File: config.mk
export PLATFORM = sky130hd
export DESIGN_NAME = sys_bus_initiator_flat
export DESIGN_NICKNAME = d
export VERILOG_FILES = /design/src/rtl/sys_bus_initiator_if.sv /design/src/rtl/sys_bus_initiator.sv /design/src/flat_wrapper.sv
export SDC_FILE = /design/constraint.sdc
export NUM_CORES = 1
export LEC_CHECK = 0
export ABC_AREA = 1
export BUFFER_PORTS_ARGS = -buffer_cell sky130_fd_sc_hd__buf_2
export CAP_MARGIN = 20
export CORE_MARGIN = 10
export CORE_UTILIZATION = 25
export CTS_CLUSTER_DIAMETER = 150
export DETAILED_ROUTE_END_ITERATION = 16
export PLACE_DENSITY_LB_ADDON = 0.25
export SLEW_MARGIN = 20
export SYNTH_ARGS = -nofsm -noshare
export SYNTH_HDL_FRONTEND = slang
export SYNTH_SLANG_ARGS = --single-unit
File: constraint.sdc
create_clock -name clk_i -period 2.4 [get_ports clk_i]
set_input_delay 0.36 -clock clk_i [delete_from_list [all_inputs] [get_ports clk_i]]
set_output_delay 0.36 -clock clk_i [all_outputs]
set_load 0.01 [all_outputs]
File: src/rtl/sys_bus_initiator_if.sv
// Command, response and system-bus signals of sys_bus_initiator.
// master: the initiator; slave: the sequencer plus the register-bus slave.
interface sys_bus_initiator_if #(
    parameter int TW = 16
);
    logic          cmd_valid_i;
    logic          cmd_ready_o;
    logic          cmd_we_i;
    logic [31:0]   cmd_addr_i;
    logic [31:0]   cmd_wdata_i;
    logic [3:0]    cmd_sel_i;

    logic          rsp_valid_o;
    logic          rsp_ready_i;
    logic [31:0]   rsp_rdata_o;
    logic          rsp_err_o;
    logic          rsp_timeout_o;
    logic [TW-1:0] rsp_wait_o;

    logic [31:0]   sys_addr_o;
    logic [31:0]   sys_wdata_o;
    logic [3:0]    sys_sel_o;
    logic          sys_wen_o;
    logic          sys_ren_o;
    logic [31:0]   sys_rdata_i;
    logic          sys_err_i;
    logic          sys_ack_i;

    modport master (
        input  cmd_valid_i, cmd_we_i, cmd_addr_i,
        input  cmd_wdata_i, cmd_sel_i,
        output cmd_ready_o,
        output rsp_valid_o, rsp_rdata_o, rsp_err_o,
        output rsp_timeout_o, rsp_wait_o,
        input  rsp_ready_i,
        output sys_addr_o, sys_wdata_o, sys_sel_o,
        output sys_wen_o, sys_ren_o,
        input  sys_rdata_i, sys_err_i, sys_ack_i
    );

    modport slave (
        output cmd_valid_i, cmd_we_i, cmd_addr_i,
        output cmd_wdata_i, cmd_sel_i,
        input  cmd_ready_o,
        input  rsp_valid_o, rsp_rdata_o, rsp_err_o,
        input  rsp_timeout_o, rsp_wait_o,
        output rsp_ready_i,
        input  sys_addr_o, sys_wdata_o, sys_sel_o,
        input  sys_wen_o, sys_ren_o,
        output sys_rdata_i, sys_err_i, sys_ack_i
    );
endinterface

File: src/rtl/sys_bus_initiator.sv
// sys_bus_initiator: single-outstanding command-driven register-bus master.
// Ports: clk_i; rst_i (sync, active-high); bus (master modport: cmd/rsp
//   handshakes and sys_* bus); busy_o (not idle); timeout_cnt_o (saturating
//   count of abandoned accesses).
module sys_bus_initiator #(
    parameter int TIMEOUT = 255,
    parameter int TW      = 16
) (
    input  logic                clk_i,
    input  logic                rst_i,
    sys_bus_initiator_if.master bus,
    output logic                busy_o,
    output logic [15:0]         timeout_cnt_o
);

    typedef enum logic [1:0] {
        IDLE,
        STROBE,
        WAIT,
        RESP
    } state_t;

    localparam logic [TW-1:0] LIMIT = TW'(TIMEOUT);

    state_t        state;
    logic          we_q;
    logic [TW-1:0] cnt;

    assign busy_o = (state != IDLE);

    always_ff @(posedge clk_i) begin
        if (rst_i) begin
            state             <= IDLE;
            we_q              <= 1'b0;
            cnt               <= '0;
            bus.cmd_ready_o   <= 1'b1;
            bus.rsp_valid_o   <= 1'b0;
            bus.rsp_rdata_o   <= '0;
            bus.rsp_err_o     <= 1'b0;
            bus.rsp_timeout_o <= 1'b0;
            bus.rsp_wait_o    <= '0;
            bus.sys_addr_o    <= '0;
            bus.sys_wdata_o   <= '0;
            bus.sys_sel_o     <= '0;
            bus.sys_wen_o     <= 1'b0;
            bus.sys_ren_o     <= 1'b0;
            timeout_cnt_o     <= '0;
        end else begin
            unique case (state)
                IDLE: begin
                    // first idle cycle after a response only re-arms ready
                    if (!bus.cmd_ready_o) begin
                        bus.cmd_ready_o <= 1'b1;
                    end else if (bus.cmd_valid_i) begin
                        bus.cmd_ready_o <= 1'b0;
                        bus.sys_addr_o  <= bus.cmd_addr_i;
                        bus.sys_wdata_o <= bus.cmd_wdata_i;
                        bus.sys_sel_o   <= bus.cmd_sel_i;
                        bus.sys_wen_o   <= bus.cmd_we_i;
                        bus.sys_ren_o   <= !bus.cmd_we_i;
                        we_q            <= bus.cmd_we_i;
                        cnt             <= '0;
                        state           <= STROBE;
                    end
                end
                STROBE, WAIT: begin
                    bus.sys_wen_o <= 1'b0;
                    bus.sys_ren_o <= 1'b0;
                    // cnt is 0 in STROBE, so the limit only hits in WAIT;
                    // an ack on the limit cycle still completes normally
                    if (bus.sys_ack_i) begin
                        bus.rsp_valid_o   <= 1'b1;
                        bus.rsp_rdata_o   <= we_q ? '0 : bus.sys_rdata_i;
                        bus.rsp_err_o     <= bus.sys_err_i;
                        bus.rsp_timeout_o <= 1'b0;
                        bus.rsp_wait_o    <= cnt;
                        state             <= RESP;
                    end else if (cnt == LIMIT) begin
                        bus.rsp_valid_o   <= 1'b1;
                        bus.rsp_rdata_o   <= '0;
                        bus.rsp_err_o     <= 1'b1;
                        bus.rsp_timeout_o <= 1'b1;
                        bus.rsp_wait_o    <= cnt;
                        if (timeout_cnt_o != 16'hFFFF) begin
                            timeout_cnt_o <= timeout_cnt_o + 16'd1;
                        end
                        state <= RESP;
                    end else begin
                        cnt   <= cnt + TW'(1);
                        state <= WAIT;
                    end
                end
                RESP: begin
                    if (bus.rsp_ready_i) begin
                        bus.rsp_valid_o <= 1'b0;
                        state           <= IDLE;
                    end
                end
            endcase
        end
    end

endmodule

File: src/flat_wrapper.sv
// flat-port wrapper written by rule: the top's interface ports become plain ports
module sys_bus_initiator_flat 
#(
    parameter int TIMEOUT = 255,
    parameter int TW      = 16
)
  (clk_i, rst_i, busy_o, timeout_cnt_o, bus_cmd_valid_i, bus_cmd_we_i, bus_cmd_addr_i, bus_cmd_wdata_i, bus_cmd_sel_i, bus_cmd_ready_o, bus_rsp_valid_o, bus_rsp_rdata_o, bus_rsp_err_o, bus_rsp_timeout_o, bus_rsp_wait_o, bus_rsp_ready_i, bus_sys_addr_o, bus_sys_wdata_o, bus_sys_sel_o, bus_sys_wen_o, bus_sys_ren_o, bus_sys_rdata_i, bus_sys_err_i, bus_sys_ack_i);
  sys_bus_initiator_if #(.TW(TW)) bus_i ();
  input  logic clk_i;
  input  logic rst_i;
  output logic busy_o;
  output logic [15:0] timeout_cnt_o;
  input wire logic [$bits(bus_i.cmd_valid_i)-1:0] bus_cmd_valid_i;
  input wire logic [$bits(bus_i.cmd_we_i)-1:0] bus_cmd_we_i;
  input wire logic [$bits(bus_i.cmd_addr_i)-1:0] bus_cmd_addr_i;
  input wire logic [$bits(bus_i.cmd_wdata_i)-1:0] bus_cmd_wdata_i;
  input wire logic [$bits(bus_i.cmd_sel_i)-1:0] bus_cmd_sel_i;
  output wire logic [$bits(bus_i.cmd_ready_o)-1:0] bus_cmd_ready_o;
  output wire logic [$bits(bus_i.rsp_valid_o)-1:0] bus_rsp_valid_o;
  output wire logic [$bits(bus_i.rsp_rdata_o)-1:0] bus_rsp_rdata_o;
  output wire logic [$bits(bus_i.rsp_err_o)-1:0] bus_rsp_err_o;
  output wire logic [$bits(bus_i.rsp_timeout_o)-1:0] bus_rsp_timeout_o;
  output wire logic [$bits(bus_i.rsp_wait_o)-1:0] bus_rsp_wait_o;
  input wire logic [$bits(bus_i.rsp_ready_i)-1:0] bus_rsp_ready_i;
  output wire logic [$bits(bus_i.sys_addr_o)-1:0] bus_sys_addr_o;
  output wire logic [$bits(bus_i.sys_wdata_o)-1:0] bus_sys_wdata_o;
  output wire logic [$bits(bus_i.sys_sel_o)-1:0] bus_sys_sel_o;
  output wire logic [$bits(bus_i.sys_wen_o)-1:0] bus_sys_wen_o;
  output wire logic [$bits(bus_i.sys_ren_o)-1:0] bus_sys_ren_o;
  input wire logic [$bits(bus_i.sys_rdata_i)-1:0] bus_sys_rdata_i;
  input wire logic [$bits(bus_i.sys_err_i)-1:0] bus_sys_err_i;
  input wire logic [$bits(bus_i.sys_ack_i)-1:0] bus_sys_ack_i;
  assign bus_i.cmd_valid_i = bus_cmd_valid_i;
  assign bus_i.cmd_we_i = bus_cmd_we_i;
  assign bus_i.cmd_addr_i = bus_cmd_addr_i;
  assign bus_i.cmd_wdata_i = bus_cmd_wdata_i;
  assign bus_i.cmd_sel_i = bus_cmd_sel_i;
  assign bus_cmd_ready_o = bus_i.cmd_ready_o;
  assign bus_rsp_valid_o = bus_i.rsp_valid_o;
  assign bus_rsp_rdata_o = bus_i.rsp_rdata_o;
  assign bus_rsp_err_o = bus_i.rsp_err_o;
  assign bus_rsp_timeout_o = bus_i.rsp_timeout_o;
  assign bus_rsp_wait_o = bus_i.rsp_wait_o;
  assign bus_i.rsp_ready_i = bus_rsp_ready_i;
  assign bus_sys_addr_o = bus_i.sys_addr_o;
  assign bus_sys_wdata_o = bus_i.sys_wdata_o;
  assign bus_sys_sel_o = bus_i.sys_sel_o;
  assign bus_sys_wen_o = bus_i.sys_wen_o;
  assign bus_sys_ren_o = bus_i.sys_ren_o;
  assign bus_i.sys_rdata_i = bus_sys_rdata_i;
  assign bus_i.sys_err_i = bus_sys_err_i;
  assign bus_i.sys_ack_i = bus_sys_ack_i;
  sys_bus_initiator #(.TIMEOUT(TIMEOUT), .TW(TW)) u_core (.clk_i(clk_i), .rst_i(rst_i), .bus(bus_i), .busy_o(busy_o), .timeout_cnt_o(timeout_cnt_o));
endmodule
[Yosys cells after proc, flatten, opt, wreduce, memory -nomap -nowiden]
Cells that the tools add are included.
Word-level totals
  output and inout port bits: 139
  word-level logic and storage cells: 73
  memories: 0
  ROM bits: 0
  flip-flop bits (word level): 157
  latch bits: 0
  input bits: 107
  memory bits (writable): 0
Cells by class
  shift-type cells: 0
  multiply operators: 0
  bitwise logic cells: 1
  magnitude comparators: 0
  eq/ne operators: 11
  div/mod/pow operators: 0
  add/subtract/negate cells: 2
  mux-type cells: 30
  reductions and logical operators: 14
Operators with widths (count)
  2-to-1 mux 16 bit: 6
  2-to-1 mux 32 bit: 3
  adder 16 x 1 -> 16 bit (second input constant): 2
  case mux 16 bit (2 select lines): 1
  equality test 16 x 8 -> 1 bit (second input constant): 1
  != test 16 bit (second input constant): 1
  2-to-1 mux 1 bit: 12
  AND reduction 3 bit: 4
  2-to-1 mux 2 bit: 4
  != test 2 bit (second input constant): 4
  nonzero test 2 bit: 4
  case mux 1 bit (2 select lines): 3
  case mux 2 bit (3 select lines): 1
  AND reduction 5 bit: 1
  equality test 2 bit (second input constant): 2
  AND reduction 4 bit: 1
  != test 3 x 2 -> 1 bit (second input constant): 1
  equality test 2 x 1 -> 1 bit (second input constant): 1
  logical NOT 2 bit: 1
  != test 2 x 1 -> 1 bit (second input constant): 1
  AND reduction 2 bit: 1
  OR reduction 2 bit: 1
  logical NOT 1 bit: 1
  inverter 1 bit: 1

[Logic depth before layout (Yosys ltp)]
Gate-level depths: netlist of run 1.
  depth in word-level cells: 4
  depth in mapped cells: 11

[Worst setup path before layout of run 1]
Ideal clock, no wire load.
  kind: register to register
  start point: reg u_core.timeout_cnt_o[0]
  end point: reg u_core.timeout_cnt_o[0]
  cell stages (with the launch flop): 10
  path slack: 701 ps
  arrival time: 1583 ps
  cells stage by stage: dfxtp_1 -> ha_1 -> nand3_2 -> nor3_2 -> nand3_2 -> nand2_4 -> inv_4 -> buf_12 -> nor2_1 -> nor2_1
Between the ends
  word-level cells in the longest chain between the ends: 2
  elaborated cells on any way between the ends: 3
RTL lines
  from (decl): line sys_bus_initiator.sv:13  | output logic [15:0] timeout_cnt_o
  from (signal assigned): line sys_bus_initiator.sv:85  | timeout_cnt_o <= timeout_cnt_o + 16'd1;
  branches (longest 2 deep; another with adder 16 x 1 -> 16 bit)
Parallel ways; which one is timed is not known.
A chain may end at the register's enable or synchronous reset.

[Final worst setup path of run 1]
  start point: reg u_core.state[0]
  end point: reg u_core.cnt[11]
Between the ends
  word-level cells in the longest chain between the ends: 4
  elaborated cells on any way between the ends: 11
RTL lines
  from (decl): line sys_bus_initiator.sv:25  | state_t state;
  from (signal assigned): line sys_bus_initiator.sv:33  | state <= IDLE;
  from (signal assigned): line sys_bus_initiator.sv:63  | state <= STROBE;
  from (signal assigned): line sys_bus_initiator.sv:77  | state <= RESP;
  equality test 2 x 1 -> 1 bit / equality test 2 bit (equally long branches): line sys_bus_initiator.sv:49  | unique case (state)
  OR reduction 2 bit: line sys_bus_initiator.sv:49
  != test 2 bit (no source line) / nonzero test 2 bit (equally long branches)
  AND reduction 5 bit (no source line)
  to (signal assigned): line sys_bus_initiator.sv:89  | cnt <= cnt + TW'(1);
  to (decl): line sys_bus_initiator.sv:27  | logic [TW-1:0] cnt;
Several ways; a longest one is shown, not always the timed one.

==> results of run 1 <==
-- synth_stat cells (3+ instances only) --
library cell,n,area [sq um]
sky130_fd_sc_hd__xor2_1,11,96.34
sky130_fd_sc_hd__nand4_1,4,25.02
sky130_fd_sc_hd__nand2_1,271,1017
sky130_fd_sc_hd__nor2_1,67,251.5
sky130_fd_sc_hd__inv_1,34,127.6
sky130_fd_sc_hd__buf_2,5,25.02
sky130_fd_sc_hd__nand2_2,11,68.82
sky130_fd_sc_hd__dfxtp_1,157,3143
sky130_fd_sc_hd__buf_4,6,45.04
sky130_fd_sc_hd__o21ai_0,26,130.1
sky130_fd_sc_hd__clkbuf_1,34,127.6
sky130_fd_sc_hd__nand3_2,6,60.06
sky130_fd_sc_hd__a21oi_1,126,630.6
sky130_fd_sc_hd__xnor2_1,6,52.55
sky130_fd_sc_hd__nor3_1,3,15.01
sky130_fd_sc_hd__nand3_1,63,315.3
sky130_fd_sc_hd__o21bai_1,5,37.54
sky130_fd_sc_hd__ha_1,5,62.56
sky130_fd_sc_hd__a21oi_2,8,70.07
-- final timing paths --
kind                                                         endpoint  cells past startpoint                                  start
worst max-delay path                      u_core.cnt[11]$_SDFFE_PP0P_                      9           u_core.state[0]$_SDFFE_PP0P_
worst min-delay path            u_core.bus.sys_addr_o[6]$_SDFFE_PP0P_                      3                      bus_cmd_addr_i[6]
worst max register to register            u_core.cnt[11]$_SDFFE_PP0P_                      9           u_core.state[0]$_SDFFE_PP0P_
worst min register to register  u_core.bus.rsp_timeout_o$_SDFFE_PP0P_                      2  u_core.bus.rsp_timeout_o$_SDFFE_PP0P_
-- cells by family after synthesis --
| kind of cell | after synthesis |
|---|---|
| xor+xnor | 17 |
| buf+inv | 86 |
| simple gates | 435 |
| fa+ha+maj | 5 |
| flops | 157 |
| compound gates | 167 |
-- cell type report --
type / instances / share of cell area (%)
Clock inverter: 14 / 1.440
Antenna cell: 1 / 0.02910
Timing Repair Buffer: 260 / 16.18
Inverter: 37 / 1.644
Tap cell: 330 / 4.801
Clock buffer: 18 / 5.106
Multi-Input combinational cell: 624 / 34.26
Sequential cell: 157 / 36.54
-- flip-flops by register name (all words and copies together), names as in the netlist --
| register | flops |
|---|---|
| u_core.bus.rsp_rdata_o | 32 |
| u_core.bus.sys_addr_o | 32 |
| u_core.bus.sys_wdata_o | 32 |
| u_core.bus.rsp_wait_o | 16 |
| u_core.cnt | 16 |
| u_core.timeout_cnt_o | 16 |
| u_core.bus.sys_sel_o | 4 |
| u_core.state | 2 |
| u_core.bus.cmd_ready_o | 1 |
| u_core.bus.rsp_err_o | 1 |
| u_core.bus.rsp_timeout_o | 1 |
| u_core.bus.rsp_valid_o | 1 |
| u_core.bus.sys_ren_o | 1 |
| u_core.bus.sys_wen_o | 1 |
| u_core.we_q | 1 |
-- critical path, cell delays in order, from the launching register on --
cell and delay, ns:
sky130_fd_sc_hd__dfxtp_1 0.34, sky130_fd_sc_hd__inv_1 0.08, sky130_fd_sc_hd__ha_1 0.38, sky130_fd_sc_hd__inv_1 0.09, sky130_fd_sc_hd__o21ai_0 0.24, sky130_fd_sc_hd__buf_4 0.17, sky130_fd_sc_hd__inv_1 0.07, sky130_fd_sc_hd__nor2_2 0.35
sky130_fd_sc_hd__nand2_1 0.14, sky130_fd_sc_hd__o21ai_0 0.16
-- per-stage QoR --
| step | hold WS, ns | utilization, % | total power [mW] | setup slack (ns) | instances |
|---|---|---|---|---|---|
| final | 0.1715 | 33.96 | 8.473 | 0.3176 | 1441 |
| after global routing | 0.1558 | 33.95 | 9.079 | 0.1092 | 1440 |
| after CTS | 0.1494 | 33.95 | 8.678 | 0.2677 | 1440 |
| after detailed placement | 0.4528 | 31.73 | 5.984 | 0.3016 | 1408 |
| after global placement | 0.4490 | 31.73 | 5.970 | 0.3385 | 1408 |
| after floorplan | 0.4457 | - | 4.847 | 0.7008 | 867 |
-- power by group --
part / internal [mW] / switching, mW
logic: 0.905 / 1.69
registers: 3.04 / 0.214
clock network: 1.39 / 1.23
-- metal layers --
layer  GRT usage [%]  routed length, microns  up-vias
li1                -                       -     3275
met1           16.06                   10140     2854
met2           21.67                   10460      169
met3           4.376                    1460       18
met4           3.543                     236        4
met5               0                      34        -
==> run summary, run 1 <==
* static power due to leakage: 3.789 nW
* vias in the first global route: 6106
* sequential cell area in the final layout: 3143 sq um
* compound-cell area share of the yosys netlist: 13.61%
* detailed router's first-iteration violation count: 348
* max-capacitance violation count: 0
* overall fraction of global-route tracks in use: 13.16%
* most common cell after layout, fill and taps aside: sky130_fd_sc_hd__nand2_1
* post-synthesis instance total: 867
* Arr. time, crit path: 2.43 ns
* headroom to the max-slew limit: 47.43%
* Crit path required time: 2.75 ns
* status: finished, final reports clean
* count of vias placed by the detailed router: 6320
* Least-Margin Pin Slew: 0.7885 ns
* type of the worst setup path: register to register
* clock transition at the registers of the reported paths: 0.07 ns
* I/O pins: 246
* final count of hold timing violations: 0
* Crit Path Max Fanout: 9
* Final Critical Period: 2.082 ns
* Hold Buf Count CTS: 0
* final wirelength: 22.33 mm
* endpoint type of the worst setup path: register
* average vias per placed instance: 4.386
* sum of negative setup slack: 0 ns
* fraction of the yosys area taken by sequential cells: 48.62%
* cell area after layout: 8601 sq um
* H-tree Lvls: 4
* worst-case vdd ir drop: 367.5 uV
* Synth cell types: 33
* die span in y: 180.8 microns
* final-report max-slew violation count: 0
* Area growth syn-to-layout: 33.04%
* DP HPWL: 16.29 mm
* drc violations: 0
* number of antenna violations at the first check in global routing: 3
* Worst Hold Class: primary input to register
* Warnings, synthesis: 0
* placement row count: 58
* share of flip-flops with an asynchronous set or reset: 0%
* period utilisation layout: 86.76%
* placement-stage cell area: 8035 sq um
* number of nets still failing antenna checks after routing: 0
* filler cell count in the final layout: 2779
* Setup crit start kind: register
* unrepaired setup endpoints after global routing: no
* gpl congestion: 0.8524
* count of flip-flops with a built-in enable after synthesis: 0
* PostCTS Resize Cnt: 0
* peak clock frequency supported by timing: 480.2 MHz
* net count after synthesis: 979
* Synth Register Bits: 157
* Max Clock Skew: 0.01327 ns
* multiplexer share of the synthesized area: 0%
* summed instance area of the synthesized netlist: 6465 sq um
* I/O Buffers: 245
* power per standard cell area: 985.1 nW/um^2
* TritonCTS clock tree: done
* final global-route overflow total: 0
* setup slack of the worst register-to-register path: 0.32 ns
* wire length of the first global-routing pass: 35.00 mm
* pin count of the biggest net entering global routing: 91
* setup fix buffers added after clock tree synthesis: 0
* endpoints failing setup: 0
* clock latency reported for the late side of the worst-skew pair: 0.42 ns
* commonest cells after routing, fill and taps aside: sky130_fd_sc_hd__nand2_1 (271), sky130_fd_sc_hd__buf_2 (244), sky130_fd_sc_hd__dfxtp_1 (157)
* number of detailed-route iterations in the first pass: 4
* simple-gate share of the synthesized area: 28.66%
* area inside the core boundary: 25330 sq um
* root buffer cell: sky130_fd_sc_hd__clkbuf_16
* fraction of the mapped netlist area in adder cells: 0.9677%
* effective utilization at floorplan: 25.53%
* clk sink count: 157
* largest family of logic cells by synthesized area: simple AND/OR/NAND/NOR gates
* Inserted Clock Buffers: 17
* net count of the finished layout: 1209
* Die X: 180.8 microns
* Die Area: 32690 sq um
* xor/xnor cell area share of the yosys netlist: 2.303%
* combined area of the multi-input logic cells: 2947 sq um
* Top FF cell, synth: sky130_fd_sc_hd__dfxtp_1
* Synth Area per Inst: 7.457 sq um
* buffers from clock root to sink, at most: 2
* fraction of final layout cells sized beyond drive strength 1: 29.73%
* mean routed wirelength per cell: 15.49 microns
No activity file was read; power rests on OpenSTA's default activity.
==> inputs of run 2 (changes only) <==
==> constraint.sdc (replaced) <==
create_clock -name clk_i -period 2.2 [get_ports clk_i]
set_input_delay 0.33 -clock clk_i [delete_from_list [all_inputs] [get_ports clk_i]]
set_output_delay 0.33 -clock clk_i [all_outputs]
set_load 0.01 [all_outputs]
==> run 2 against run 1 <==
Net effect: core utilization increased by 0.13 points; non-clock buffer count increased by 5; critical endpoint unchanged; total power increased by 10%; first-iteration DRC count increased by 10%; combinational power increased by 9.3%; final cell count increased by 0.28%; largest cell class unchanged; cell area increased by 0.39%; global-route usage increased by 0.22 points; wire length increased by 1.8%; register-to-register slack got worse by 0.04 ns; fmax increased by 8.2%.
==> run summary, run 2 (synthesized netlist as in run 1, its figures left out) <==
* net count of the finished layout: 1214
* top flop regs: u_core.bus.rsp_rdata_o (32), u_core.bus.sys_addr_o (32), u_core.bus.sys_wdata_o (32)
* unrepaired setup endpoints after global routing: no
* mean routed wirelength per cell: 15.72 microns
* H-tree Lvls: 4
* final wirelength: 22.72 mm
* sum of negative setup slack: 0 ns
* Die X: 180.8 microns
* PostCTS Resize Cnt: 0
* clk sink count: 157
* buffers from clock root to sink, at most: 2
* Worst Hold Class: primary input to register
* Max Clock Skew: 0.01207 ns
* Crit Path Max Fanout: 9
* average vias per placed instance: 4.438
* final global-route overflow total: 0
* overall fraction of global-route tracks in use: 13.38%
* count of vias placed by the detailed router: 6413
* Inserted Diodes: 0
* max-capacitance violation count: 0
* Inserted Clock Buffers: 17
* setup slack of the worst register-to-register path: 0.28 ns
* setup fix buffers added after clock tree synthesis: 0
* number of antenna violations at the first check in global routing: 0
* root buffer cell: sky130_fd_sc_hd__clkbuf_16
* Setup crit start kind: register
* clock latency reported for the late side of the worst-skew pair: 0.43 ns
* clock transition at the registers of the reported paths: 0.08 ns
* Die Area: 32690 sq um
* number of nets still failing antenna checks after routing: 0
* static power due to leakage: 3.805 nW
* placement row count: 58
* fraction of final layout cells sized beyond drive strength 1: 29.96%
* final count of hold timing violations: 0
* power per standard cell area: 1080 nW/um^2
* TritonCTS clock tree: done
* commonest cells after routing, fill and taps aside: sky130_fd_sc_hd__nand2_1 (271), sky130_fd_sc_hd__buf_2 (244), sky130_fd_sc_hd__dfxtp_1 (157)
* area inside the core boundary: 25330 sq um
* endpoints failing setup: 0
* Final Critical Period: 1.925 ns
* type of the worst setup path: register to register
* die span in y: 180.8 microns
* most common cell after layout, fill and taps aside: sky130_fd_sc_hd__nand2_1
* pin count of the biggest net entering global routing: 85
* I/O Buffers: 245
* Area growth syn-to-layout: 33.56%
* peak clock frequency supported by timing: 519.6 MHz
* Crit path required time: 2.55 ns
* Arr. time, crit path: 2.27 ns
* wire length of the first global-routing pass: 35.49 mm
* number of detailed-route iterations in the first pass: 5
* final standard cell utilization of the core: 34.09%
* final-report max-slew violation count: 0
* detailed router's first-iteration violation count: 384
* vias in the first global route: 6074
* drc violations: 0
* gpl congestion: 0.8102
* I/O pins: 246
* Least-Margin Pin Slew: 0.4797 ns
* headroom to the max-slew limit: 68.02%
* effective utilization at floorplan: 25.53%
* period utilisation layout: 87.48%
* Hold Buf Count CTS: 0
* DP HPWL: 16.35 mm
* endpoint type of the worst setup path: register
* status: finished, final reports clean
* worst-case vdd ir drop: 475.8 uV
-- run 2: final timing paths --
path | to | start | cells past startpoint
max | u_core.cnt[11]$_SDFFE_PP0P_ | u_core.state[0]$_SDFFE_PP0P_ | 9
min | u_core.bus.sys_addr_o[15]$_SDFFE_PP0P_ | bus_cmd_addr_i[15] | 3
max reg2reg | u_core.cnt[11]$_SDFFE_PP0P_ | u_core.state[0]$_SDFFE_PP0P_ | 9
min reg2reg | u_core.bus.rsp_timeout_o$_SDFFE_PP0P_ | u_core.bus.rsp_timeout_o$_SDFFE_PP0P_ | 2
-- run 2: final cells by class --
cell class              instances  area [sq um]
clock buffers                  19         442.9
clock inverters                13         131.4
fillers                      2748         16690
inverters                      37         141.4
multi-input cells             624          2947
flip-flops and latches        157          3143
well taps                     330         412.9
repair buffers                265          1416
-- run 2: critical path, stage by stage (launching register included) --
cell	delay (ns)
sky130_fd_sc_hd__dfxtp_1	0.31
sky130_fd_sc_hd__inv_1	0.10
sky130_fd_sc_hd__ha_1	0.26
sky130_fd_sc_hd__nand3_2	0.20
sky130_fd_sc_hd__o21ai_0	0.13
sky130_fd_sc_hd__buf_4	0.14
sky130_fd_sc_hd__inv_1	0.06
sky130_fd_sc_hd__nor2_2	0.36
sky130_fd_sc_hd__nand2_1	0.13
sky130_fd_sc_hd__o21ai_0	0.16
-- run 2: through the flow --
step	std cells	area, sq um	hold WS, ns	total power [mW]	worst slack (ns)
final	1445	8635	0.1391	9.329	0.2755
after global routing	1445	8635	0.1180	9.962	0.07809
after CTS	1445	8635	0.1165	9.506	0.2522
after detailed placement	1413	8060	0.4522	6.507	0.2546
after global placement	1413	8060	0.4484	6.491	0.2972
after floorplan	867	6465	0.4457	5.287	0.5008
-- run 2: power breakdown --
group / internal, mW / switching, mW
Combinational: 0.974 / 1.86
Sequential: 3.32 / 0.231
Clock: 1.62 / 1.33
Total: 5.91 / 3.42
-- run 2: per-layer routing --
layer  GRT usage, %  part of all wire [%]
met4          3.904                   1.4
met1          17.11                    45
met3          3.916                   6.8
met2          21.33                    46
met5              0                     0
